--- src/rtl/pwm_pkg.sv ---
// rtl/pwm_pkg.sv - shared types and constants for the PWM register SPI path
//
// Purpose: command decoder state encoding, command byte field positions and
// default widths used by spi_cmd_decoder.
// Ports: none (package).

package pwm_pkg;

  localparam int ADDR_W_DEFAULT = 6;
  localparam int DATA_W_DEFAULT = 8;

  // Command byte layout: bit7 selects write, bit6 reserved, bits[5:0] address.
  localparam int CMD_WR_BIT   = 7;
  localparam int CMD_ADDR_MSB = 5;

  typedef enum logic [2:0] {
    IDLE     = 3'd0,
    RD_ISSUE = 3'd1,
    RD_HOLD  = 3'd2,
    WR_WAIT  = 3'd3,
    WR_ISSUE = 3'd4
  } state_t;

endpackage

--- src/rtl/spi_cmd_decoder.sv ---
// rtl/spi_cmd_decoder.sv - SPI byte stream to register read/write strobe decoder
//
// Purpose: turns command/data byte pairs from the SPI front-end into one-cycle
// read/write strobes for the PWM register block and returns read data for the
// SPI front-end to shift out during the second byte.
// Ports:
//   clk, rst_n        clock, asynchronous active-low reset
//   cs_active         chip select active (synchronised); low aborts
//   byte_sync         one-cycle pulse, data_in holds a received byte
//   data_in           received byte
//   data_out          byte to transmit on the next byte slot
//   read, write       one-cycle register strobes
//   addr              register address, held until the next command
//   data_read         combinational read data from the register block
//   data_write        write data, valid with write
//   proto_err         one-cycle pulse on dropped byte or aborted transaction

module spi_cmd_decoder
  import pwm_pkg::*;
#(
  parameter int ADDR_W = ADDR_W_DEFAULT,
  parameter int DATA_W = DATA_W_DEFAULT
) (
  input  logic              clk,
  input  logic              rst_n,
  input  logic              cs_active,
  input  logic              byte_sync,
  input  logic [DATA_W-1:0] data_in,
  output logic [DATA_W-1:0] data_out,
  output logic              read,
  output logic              write,
  output logic [ADDR_W-1:0] addr,
  input  logic [DATA_W-1:0] data_read,
  output logic [DATA_W-1:0] data_write,
  output logic              proto_err
);

  state_t            state, state_d;
  logic              read_d, write_d, err_d;
  logic [ADDR_W-1:0] addr_d;
  logic [DATA_W-1:0] data_write_d, data_out_d;

  always_ff @(posedge clk or negedge rst_n) begin
    if (!rst_n) begin
      state      <= IDLE;
      read       <= 1'b0;
      write      <= 1'b0;
      addr       <= '0;
      data_write <= '0;
      data_out   <= '0;
      proto_err  <= 1'b0;
    end else begin
      state      <= state_d;
      read       <= read_d;
      write      <= write_d;
      addr       <= addr_d;
      data_write <= data_write_d;
      data_out   <= data_out_d;
      proto_err  <= err_d;
    end
  end

  always_comb begin
    state_d      = state;
    read_d       = 1'b0;
    write_d      = 1'b0;
    err_d        = 1'b0;
    addr_d       = addr;
    data_write_d = data_write;
    data_out_d   = data_out;

    if (!cs_active) begin
      // Deselect wins over everything. A strobe already on the bus finishes
      // its cycle because read_d/write_d default low; only report an error
      // when a transaction was genuinely cut short.
      state_d = IDLE;
      err_d   = (state == WR_WAIT) || (state == RD_ISSUE) || (state == WR_ISSUE);
    end else begin
      case (state)
        IDLE: begin
          if (byte_sync) begin
            addr_d = data_in[CMD_ADDR_MSB:0];
            if (data_in[CMD_WR_BIT]) begin
              state_d = WR_WAIT;
            end else begin
              state_d = RD_ISSUE;
              read_d  = 1'b1;
            end
          end
        end
        RD_ISSUE: begin
          // data_read is valid only while read is high, so capture it here.
          data_out_d = data_read;
          state_d    = RD_HOLD;
          err_d      = byte_sync;
        end
        RD_HOLD: begin
          // Dummy byte clocked out with data_out; its content is ignored.
          if (byte_sync) state_d = IDLE;
        end
        WR_WAIT: begin
          if (byte_sync) begin
            data_write_d = data_in;
            write_d      = 1'b1;
            state_d      = WR_ISSUE;
          end
        end
        WR_ISSUE: begin
          state_d = IDLE;
          err_d   = byte_sync;
        end
        default: state_d = IDLE;
      endcase
    end
  end

endmodule

--- config.mk ---
export PLATFORM = sky130hd
export DESIGN_NAME = spi_cmd_decoder
export DESIGN_NICKNAME = d
export VERILOG_FILES = /design/src/rtl/pwm_pkg.sv /design/src/rtl/spi_cmd_decoder.sv
export SDC_FILE = /design/constraint.sdc
export NUM_CORES = 1
export LEC_CHECK = 0
export CORE_AREA = 5 5 58 60
export DETAILED_ROUTE_END_ITERATION = 10
export DIE_AREA = 0 0 63 65
export GPL_TIMING_DRIVEN = 0
export PLACE_DENSITY = 0.75
export SLEW_MARGIN = 15
export SYNTH_ARGS = -nofsm -noshare
export SYNTH_HDL_FRONTEND = slang
export SYNTH_SLANG_ARGS = --single-unit
export TNS_END_PERCENT = 1
--- constraint.sdc ---
create_clock -name clk -period 2.05 [get_ports clk]
set_clock_uncertainty 0.1 [all_clocks]
set_input_delay 0.205 -clock clk [delete_from_list [all_inputs] [get_ports clk]]
set_output_delay 0.205 -clock clk [all_outputs]
set_load 0.05 [all_outputs]
==> results of run 1 <==
[layer usage]
metal  GRT usage  part of all wire  wire (µm)  vias to the layer above
met5           0                 0          0                        -
met4      0.0318                 0          0                        0
met3      0.0624              0.13        282                        0
met2       0.191              0.46        974                       36
met1       0.118              0.41        864                      346
li1            -                 -          -                      335
[power breakdown]
part / switching, W / internal (W) / leakage [nW]
Sequential: 0.0000633 / 0.000675 / 0.353
Clock: 0.000151 / 0.0000687 / 0.0138
Combinational: 0.000549 / 0.000327 / 0.312
[registers in the layout (all words and copies together) (netlist names)]
signal,cells
data_out,8
data_write,8
addr,6
state,3
proto_err,1
read,1
write,1
[worst max-delay path by stage]
stage	start	cells past startpoint	slack, ns	endpoint
floorplan	state[2]	3	0.57	data_out[0]
global placement	cs_active	5	0.14	data_write[2]
detailed placement	cs_active	5	0.13	data_write[1]
CTS	addr[4]	1	0.21	addr[4]
global route	data_write[3]	1	0.16	data_write[3]
finish	addr[4]	1	0.23	addr[4]
[cells by family after synthesis]
family	count (synthesis)
muxes	23
and+or+nand+nor	12
DFF	28
AOI/OAI and AO/OA	3
buffers and inverters	1
[cell type report]
class | count | area share
tap | 33 | 0.0258
sequential | 28 | 0.439
buffer | 1 | 0.00705
multi-input combinational | 38 | 0.236
clock buffer | 3 | 0.0141
timing repair buffer | 45 | 0.279
[metrics by stage]
stage | power (W) | util
global route | 0.00193 | 0.555
detailed placement | 0.00164 | 0.544
floorplan | 0.00131 | -
finish | 0.00183 | 0.555
CTS | 0.00185 | 0.555
global placement | 0.00162 | 0.546
[placed cells by master, fill, tap and decap left out, drive strengths merged, types with 2 or more instances in the layout]
master,instances
buf,2
clkdlybuf4s50,43
and4,2
nor2b,2
mux2,22
dfrtp,28
nand2,2
nor2,2
clkbuf,3
[timing repair]
item	CTS	global route
setup endpoints to repair	0	0
hold buffers	1	0
gates resized for setup	0	0
endpoints found under the hold margin	28	0
==> flow_summary.toml, run 1 <==
[run_status]
status = "finished, final reports clean"

[worst_setup_path]
reg2regPathDepth = 3
path_buf_inv = 1
crit_required_ns = 1.75
r2r_start = "state[2]"
path_cells = "clkdlybuf4s50_1"
r2r_end = "data_out[7]"
slowest_delay_ns = 0.81
critPathCaptureType = "primary output"
critPathArrivalTime_ns = 1.51
r2r_slack_ns = 0.46
critPathLaunchType = "register"
crit_type = "reg2out"
critPathMaxFanout = 2
crit_path_top_delay_cell = "clkdlybuf4s50_1"
cp_top_family = "buffers and inverters"

[global_route]
grt_pass1_wl_mm = 3.68
grt_usage = 0.112
grt_max_degree = 29
overflow = 0
antenna_found_initial = 0
grt_pass1_vias = 818

[route]
drt-total-wl_mm = 2.12
antenna_left = 0
num_vias = 717
drtPass1Iterations = 1
drt_iter0_markers = 0
wl_per_cell_um = 14.3
post-route-drc-count = 0
vias_per_cell = 4.84

[timing]
timing.final.crit_share = 0.887
post-route-min-period_ns = 1.82
fin_ws_ns = 0.231
maxSlewHeadroom = 0.597
setup_viol = 0
hold_viol = 0
worstMarginPinSlew_ns = 0.604
slew_violations = 0
rsz0062_at_grt = "false"
hold_slack_ns = 0.320
max_freq_mhz = 550
fin_setup_tns_ns = 0

[logic_synthesis]
ys_ff_latch = 28
ys.flop_type = "dfrtp_1"
synthTopCellsByCount = "dfrtp_1, mux2_2, and4_1, nand2_1, nor2_1"
ys_types = 17
synthMuxAreaShare = 0.237
synthAdderAreaFrac = 0
async_reset_ff_frac = 1.00
synth_area_leader_cell = "dfrtp_1"
synthMostInstantiatedCell = "dfrtp_1"
yosysTopAreaCellShare = 0.644
synthXorXnorAreaFrac = 0
syn_inst = 67
syn_nets = 87
yosys_warnings = 0
seq_area_frac_synth = 0.644
synth_top_family_by_area = "multiplexers"
avgSynthCellArea_um2 = 16.2
syn-cell-area_um2 = 1090
synth_compound_area_frac = 0.0195
netlist_top_cells_area = "dfrtp_1, mux2_2, nor3b_4"
synth-simple-area-share = 0.0897
synth_edf_count = 0

[job]
max_cap_violations = 0

[finish]
multi_input_area_um2 = 377
fillers = 256
final_area_um2 = 1600
area_growth_syn_to_layout_pct = 46.8
nets = 137
stdcell_count = 148
n_antenna_cell = 0
drive_gt1_frac = 0.261
regArea_um2 = 701

[placed_design]
dp_slack_ns = 0.125
port_buffers = 44
place_congestion = 0.826
postPlaceCellArea_um2 = 1570
post-dp-hpwl_mm = 1.61
post-place-cells = 144

[pwr]
leakagePower_nw = 0.679
powerDensity_nw_per_um2 = 1150
peakVddDrop_mv = 0.709

[cts]
clk_pin_slew_ns = 0.14
tritoncts = "yes"
clockRootBuffer = "clkbuf_4"
clkLatencyLatePin_ns = 0.31
cts_buffer_depth = 2
cts-buffers-inserted = 3
postCtsSetupBuffers = 0
cts.sinks = 28
h-tree-depth = 1

[worst_hold_path]
hp-class = "in2async"

[floorplan]
ioPinCount = 45
die_width_um = 63
die_area_um2 = 4100
core_region_area_um2 = 2880
row_count = 20
start_util = 0.378
die_height_um = 65
No activity file was read; power rests on OpenSTA's default activity.
==> run 2, diff against run 1 <==
--- a/config.mk
+++ b/config.mk
@@ -9,6 +9,7 @@
 export DETAILED_ROUTE_END_ITERATION = 10
 export DIE_AREA = 0 0 63 65
 export GPL_TIMING_DRIVEN = 0
+export MAX_ROUTING_LAYER = met4
 export PLACE_DENSITY = 0.75
 export SLEW_MARGIN = 15
 export SYNTH_ARGS = -nofsm -noshare
==> run 2 against run 1 <==
  * Non-clock buffer count unchanged
  * Worst hold slack barely moved
  * Sequential share of layout area did not move
  * Sequential cell count unchanged
  * Clock power about the same
  * Critical path type unchanged
  * Critical endpoint unchanged
  * Largest power group unchanged
==> flow_summary.toml, run 2 (synthesis gave the netlist of run 1 again) <==
[placed_design]
postPlaceCellArea_um2 = 1570
post-dp-hpwl_mm = 1.61
port_buffers = 44
place_congestion = 0.838
dp_slack_ns = 0.125

[finish]
n_antenna_cell = 0
final_util = 0.555
drive_gt1_frac = 0.261
nets = 137
final_area_um2 = 1600
reg.largest.list = "data_out: 8 flops, data_write: 8 flops, addr: 6 flops"
mostFrequentLayoutCell = "clkdlybuf4s50_1"
area_growth_syn_to_layout_pct = 46.8
layout_common_cells = "clkdlybuf4s50_1, dfrtp_1, mux2_2"

[worst_setup_path]
critPathLaunchType = "register"
crit_type = "reg2out"
r2r_slack_ns = 0.46
crit_required_ns = 1.75
critPathMaxFanout = 2
cp_top_family = "buffers and inverters"
path_cells = "clkdlybuf4s50_1"
critPathCaptureType = "primary output"
slowest_delay_ns = 0.81
crit_path_top_delay_cell = "clkdlybuf4s50_1"
path_buf_inv = 1
critPathArrivalTime_ns = 1.52

[global_route]
grt_usage = 0.115
antenna_found_initial = 0
grt_max_degree = 29
overflow = 0
grt_pass1_wl_mm = 3.68
grt_pass1_vias = 818

[floorplan]
die_area_um2 = 4100
die_width_um = 63
die_height_um = 65
start_util = 0.378
row_count = 20
core_region_area_um2 = 2880
ioPinCount = 45

[route]
post-route-drc-count = 0
num_vias = 717
antenna_left = 0
drt_iter0_markers = 0
vias_per_cell = 4.84
drt-total-wl_mm = 2.12
wl_per_cell_um = 14.3
drtPass1Iterations = 1

[timing]
hold_viol = 0
fin_setup_tns_ns = 0
max_freq_mhz = 549
post-route-min-period_ns = 1.82
setup_viol = 0
worstMarginPinSlew_ns = 0.604
maxSlewHeadroom = 0.597
fin_ws_ns = 0.230
timing.final.crit_share = 0.888
slew_violations = 0
rsz0062_at_grt = "false"

[cts]
ctsResizeCount = 0
postCtsSetupBuffers = 0
clkLatencyLatePin_ns = 0.31
cts_buffer_depth = 2
h-tree-depth = 1
clockRootBuffer = "clkbuf_4"
cts.sinks = 28
cts-buffers-inserted = 3
cts-hold-fix-buffers = 1
clk_pin_slew_ns = 0.14
tritoncts = "yes"

[pwr]
powerDensity_nw_per_um2 = 1150
peakVddDrop_mv = 0.710
leakagePower_nw = 0.679

[run_status]
status = "finished, final reports clean"

[worst_hold_path]
hp-class = "in2async"

[job]
max_cap_violations = 0
[run 2: through the flow]
stage | hold slack (ns) | cells | total power, W
6_report | 0.320 | 148 | 0.00184
5_1_grt | 0.365 | 148 | 0.00193
4_1_cts | 0.325 | 148 | 0.00185
3_5_place_dp | 0.149 | 144 | 0.00164
3_3_place_gp | 0.374 | 144 | 0.00162
2_1_floorplan | -0.191 | 67 | 0.00131
[run 2: area by class of cell]
class / count / area (µm²)
Buffer: 1 / 11.3
Clock buffer: 3 / 22.5
Fill cell: 256 / 1280
Multi-Input combinational cell: 38 / 377
Sequential cell: 28 / 701
Tap cell: 33 / 41.3
Timing Repair Buffer: 45 / 445
[run 2: path summary, 6_finish.rpt]
kind	startpoint	endpoint	depth (start not counted)
max reg2reg	state[2]	data_out[7]	3
min reg2reg	data_write[0]	data_write[0]	1
max	addr[4]	addr[4]	1
min	rst_n	data_write[5]	2
max in group asynchronous	rst_n	data_out[5]	2
min in group clk	data_read[2]	data_out[2]	2
[run 2: layer usage]
layer / share of wire / track usage
met1: 0.45 / 0.131
met2: 0.46 / 0.191
met3: 0.087 / 0.0416
met4: 0 / 0.0318
met5: 0 / -
[run 2: report_power, final]
group / leakage, nW / total (W) / internal [W] / switching, W
Sequential: 0.353 / 0.000738 / 0.000675 / 0.0000633
Clock: 0.0138 / 0.000220 / 0.0000687 / 0.000151
Combinational: 0.312 / 0.000878 / 0.000327 / 0.000551
